File: config.mk
export PLATFORM = sky130hd
export DESIGN_NAME = bp_update_queue
export DESIGN_NICKNAME = d
export VERILOG_FILES = /design/src/rtl/bp_update_queue.sv
export SDC_FILE = /design/constraint.sdc
export NUM_CORES = 1
export LEC_CHECK = 0
export ABC_CLOCK_PERIOD_IN_PS = 5400
export BUFFER_PORTS_ARGS = -buffer_cell sky130_fd_sc_hd__buf_4
export CELL_PAD_IN_SITES_DETAIL_PLACEMENT = 0
export CELL_PAD_IN_SITES_GLOBAL_PLACEMENT = 1
export CORE_MARGIN = 1
export CORE_UTILIZATION = 30
export CTS_BUF_LIST = sky130_fd_sc_hd__clkbuf_4 sky130_fd_sc_hd__clkbuf_8 sky130_fd_sc_hd__clkbuf_16
export DETAILED_ROUTE_END_ITERATION = 7
export HOLD_SLACK_MARGIN = 0.02
export PLACE_DENSITY_LB_ADDON = 0.1
export SLEW_MARGIN = 25
export SYNTH_ARGS = -nofsm -noshare
export SYNTH_HDL_FRONTEND = slang
export SYNTH_SLANG_ARGS = --single-unit
File: constraint.sdc
create_clock -name clk -period 5.4 [get_ports clk]
set_input_delay 0 -clock clk [delete_from_list [all_inputs] [get_ports clk]]
set_output_delay 0 -clock clk [all_outputs]
set_load 0.03 [all_outputs]
File: src/rtl/bp_update_queue.sv
// Commit-side update queue for the branch predictor's single PHT write port.
// Accepts up to two resolved branches per cycle, drains one per cycle, drops the youngest on overflow.
module bp_update_queue #(
    parameter int DEPTH = 8,
    parameter int CNT_W = 16
) (
    input  logic                     clk,
    input  logic                     rst,
    input  logic                     c0_valid,
    input  logic [31:0]              c0_pc,
    input  logic                     c0_taken,
    input  logic                     c1_valid,
    input  logic [31:0]              c1_pc,
    input  logic                     c1_taken,
    input  logic                     bp_busy,
    output logic                     bp_w_en,
    output logic [31:0]              bp_commit_pc,
    output logic                     bp_taken,
    output logic [$clog2(DEPTH):0]   occupancy,
    output logic [CNT_W-1:0]         drop_cnt
);

    localparam int PW = $clog2(DEPTH);
    localparam int CW = PW + 1;

    typedef struct packed {
        logic [31:0] pc;
        logic        taken;
    } entry_t;

    entry_t          mem_q [DEPTH];
    entry_t          mem_d [DEPTH];
    logic [PW-1:0]   head_q, head_d;
    logic [PW-1:0]   tail_q, tail_d;
    logic [CW-1:0]   count_q, count_d;
    logic [CNT_W-1:0] drop_q, drop_d;

    logic            pop;
    logic            acc0;
    logic            acc1;
    logic [CW-1:0]   free;
    logic [PW-1:0]   wr1_idx;
    logic [1:0]      drops;
    logic [CNT_W:0]  drop_sum;

    always_comb begin
        pop  = (count_q != '0) && !bp_busy;
        // A pop in this cycle frees its slot for a push in the same cycle.
        free = CW'(DEPTH) - count_q + CW'(pop);
        acc0 = c0_valid && (free >= CW'(1));
        acc1 = c1_valid && (free >= (CW'(1) + CW'(acc0)));

        // Slot 1 lands right after slot 0, or at tail when slot 0 was not taken.
        wr1_idx = tail_q + PW'(acc0);

        mem_d = mem_q;
        if (acc0) begin
            mem_d[tail_q] = '{pc: c0_pc, taken: c0_taken};
        end
        if (acc1) begin
            mem_d[wr1_idx] = '{pc: c1_pc, taken: c1_taken};
        end

        head_d  = head_q + PW'(pop);
        tail_d  = tail_q + PW'(acc0) + PW'(acc1);
        count_d = count_q + CW'(acc0) + CW'(acc1) - CW'(pop);

        drops    = 2'(c0_valid && !acc0) + 2'(c1_valid && !acc1);
        drop_sum = {1'b0, drop_q} + (CNT_W+1)'(drops);
        drop_d   = drop_sum[CNT_W] ? '1 : drop_sum[CNT_W-1:0];
    end

    always_ff @(posedge clk or negedge rst) begin
        if (!rst) begin
            head_q  <= '0;
            tail_q  <= '0;
            count_q <= '0;
            drop_q  <= '0;
        end else begin
            head_q  <= head_d;
            tail_q  <= tail_d;
            count_q <= count_d;
            drop_q  <= drop_d;
        end
    end

    // Payload storage needs no reset; count_q gates every read of it.
    always_ff @(posedge clk) begin
        mem_q <= mem_d;
    end

    always_comb begin
        bp_w_en      = pop;
        bp_commit_pc = '0;
        bp_taken     = 1'b0;
        if (count_q != '0) begin
            bp_commit_pc = mem_q[head_q].pc;
            bp_taken     = mem_q[head_q].taken;
        end
        occupancy = count_q;
        drop_cnt  = drop_q;
    end

endmodule

==> reports/results.ini <==
[detailed_routing]
drtPass1Iterations = 4
num_vias = 10250
vias_per_cell = 4.835
wl_per_cell_um = 23.01
ant_nets = 0
drtIter0Drc = 349
drc = 0
routed_wl_um = 48760

[clock_tree]
path_clk_slew_ns = 0.06
root_buffer = clkbuf_16
clockBufferDepth = 3
cts_tree = done
cts.sinks = 290
clk_latency_ns = 0.55
cts_made_buffers = 38
cts-htree-levels = 2
post_cts_resized = 0

[critical_path]
crit_type = flip-flop to flip-flop
crit_chain = inv_1, ha_1, nor3b_2, or2_2, ha_1, inv_1, ha_1, xor2_1, and3b_1, nand2_1, nand2_1, inv_1, ha_1, ha_1, xnor2_1, nor2_1, nand3b_1, buf_12, mux2_2, dlygate4sd3_1
crit_family = simple AND/OR/NAND/NOR gates
crit_top_cell = ha_1
cp_max_fo = 20
cp_num_buf_inv = 5
end_kind = flip-flop
cp_slowest_stage_delay_ns = 0.66
crit_path_top_delay_cell = nand3b_1
worstPathArrival_ns = 5.53
rrSetupSlack_ns = 0.31
required_ns = 5.84
cp-start-kind = flip-flop

[sta]
slew_headroom = 0.3870
hold_violations = 0
finalSetupViolCount = 0
min_period_ns = 5.091
finalClockSkew_ns = 0.01533
setup_tns_ns = 0
report.final.slew_viol_count = 0
fmax_ghz = 0.1964
fin_crit_sh = 0.9427
rsz0062_at_grt = false
worst_pin_slew_ns = 0.9195

[power]
switching_share = 0.3459
p_comb_frac = 0.550
peakVddDrop_uv = 348.6
p_clk_frac = 0.173
intPower_uw = 9733
p_seq_frac = 0.277
power.switching_uw = 5147
power_leakage_uw = 0.008736
powerDensity_nw_per_um2 = 728.7

[yosys]
ys_seq_elements = 290
synth_cell_types = 38
post-synth-top-area-cell = dfxtp_1
synth_edf_count = 0
synth.most_common_cell = mux2_4
synth_warnings = 0
avgSynthCellArea_sq_um = 14.07
ys_seq_area_frac = 0.3616
synthTopCellsByArea = dfxtp_1 (32%), mux2_4 (24%), mux2_2 (16%)
yosysTopAreaCellShare = 0.3220
synth_nets = 1258
synth_flop_cell = dfxtp_1
synthCells = 1167
ys_async_sr_fraction = 0.08966
syn_area_sq_um = 16420
synth_commonest_cells = mux2_4 (267), dfxtp_1 (264), mux2_2 (237)

[placement]
dp_hpwl_um = 27620
place_congestion = 0.7038
port_buffers = 124
placed_area_sq_um = 18070

[finish]
regArea_sq_um = 5944
fin_nets = 1486
fillers = 5170
multiInputGateArea_sq_um = 9917
fin_area_sq_um = 20420
diodes = 0
syn_to_final_growth_pct = 24.39
drive_gt1_frac = 0.5755

[die]
core-area_sq_um = 53920
die_y_um = 235.9
num_rows = 85
start_util = 0.3044
die_x_um = 235.9
die_area_sq_um = 55660
ios = 125

[global_routing]
antenna_found_initial = 1
gr-total-overflow = 0
grt_use_met3 = 0.03148
grt_pass1_vias = 11150
grt_max_degree = 45
grt_first_pass_wirelength_um = 73590
met2_usage = 0.2869
top_usage_layer = met2
use_met1 = 0.2419
grt.total_usage = 0.1767

[hold_path]
hp-class = input port to flip-flop

[flow_run]
maxCapViolations = 0

[run_status]
status = complete, no violations

-- flip-flops by register name, indices dropped and copies added (netlist names) --
name,flops
head_q,3
mem_q,264
tail_q,3
occupancy,4
drop_cnt,16
-- path summary, 6_finish.rpt --
check,start,cells after the start,end
min in group asynchronous,rst,4,drop_cnt[10]
max reg2reg,occupancy[2],20,mem_q[124]
max in group asynchronous,rst,4,head_q[0]
min,bp_busy,4,head_q[0]
min reg2reg,drop_cnt[14],2,drop_cnt[14]
max,occupancy[2],20,mem_q[124]
-- cells by family (layout without fill, tap and decap cells) --
group | Yosys count | after routing | synth area share
DFF | 290 | 290 | 0.3616
and+or+nand+nor | 105 | 105 | 0.03102
buffers and inverters | 92 | 348 | 0.03575
AOI/OAI and AO/OA | 11 | 11 | 0.008918
xor gates and xnor gates | 22 | 22 | 0.01220
adders and majority gates | 20 | 20 | 0.01662
muxes | 627 | 627 | 0.5339
-- power by group through the flow --
stage	clock [uW]	sequential, uW	combinational [uW]
after CTS	2680	4130	8270
after global placement	0	4150	7860
after floorplan	0	3810	6230
after detailed placement	0	4160	7940
after global routing	2770	4270	8760
final	2580	4120	8180
-- worst min-delay path, stage by stage --
cell,delay (ns)
buf_4,0.09
or2_2,0.11
inv_1,0.07
ha_1,0.29
-- final cells by class --
| cell class | instances | share of cell area |
|---|---|---|
| multi-input cells | 785 | 0.4857 |
| clock buffers | 61 | 0.05839 |
| flip-flops and latches | 290 | 0.2911 |
| clock inverters | 7 | 0.003860 |
| repair buffers | 265 | 0.1156 |
| inverters | 15 | 0.002757 |
| well taps | 696 | 0.04265 |
-- placed cells by master, fill, tap and decap left out, types with 3 or more instances in the layout --
cell type	n
clkinv_2	3
nand4_1	5
clkbuf_16	38
and3_1	4
nand2b_1	3
a21oi_4	8
nor3_1	3
buf_12	9
xor2_1	12
mux2_4	267
inv_1	15
ha_1	17
nor2_1	38
dfrtp_1	23
nand3_1	13
fa_1	3
mux2_1	24
xnor2_1	9
mux2i_1	33
nor2b_1	3
clkbuf_8	11
mux2_2	237
buf_4	153
dfxtp_1	264
nand2_1	22
dlygate4sd3_1	103
mux4_2	66
clkbuf_4	12
-- metrics by stage --
stage | worst slack, ns | hold WS [ns] | util | instances | total power (uW)
CTS | 0.1869 | 0.03265 | 0.3783 | 2116 | 15090
global placement | 0.6801 | -0.05113 | 0.3352 | 1944 | 12010
detailed placement | 0.6715 | -0.05678 | 0.3352 | 1944 | 12100
finish | 0.3093 | 0.05158 | 0.3787 | 2119 | 14880
global route | 0.0009446 | 0.07571 | 0.3787 | 2119 | 15790
floorplan | 0.5672 | -0.2956 | - | 1167 | 10050
-- layer usage --
metal / wire length, um / part of all wire
met1: 24060 / 0.49
met2: 22380 / 0.46
met3: 1460 / 0.030
met4: 848 / 0.017
met5: 13 / 0.00027
-- repair_timing --
action | 4_1_cts | 5_1_grt
hold endpoints to repair | 291 | 0
setup endpoints to repair | 0 | 1
hold buffers | 104 | 0
buffers inserted | 0 | 3
No activity file was read; power rests on OpenSTA's default activity.
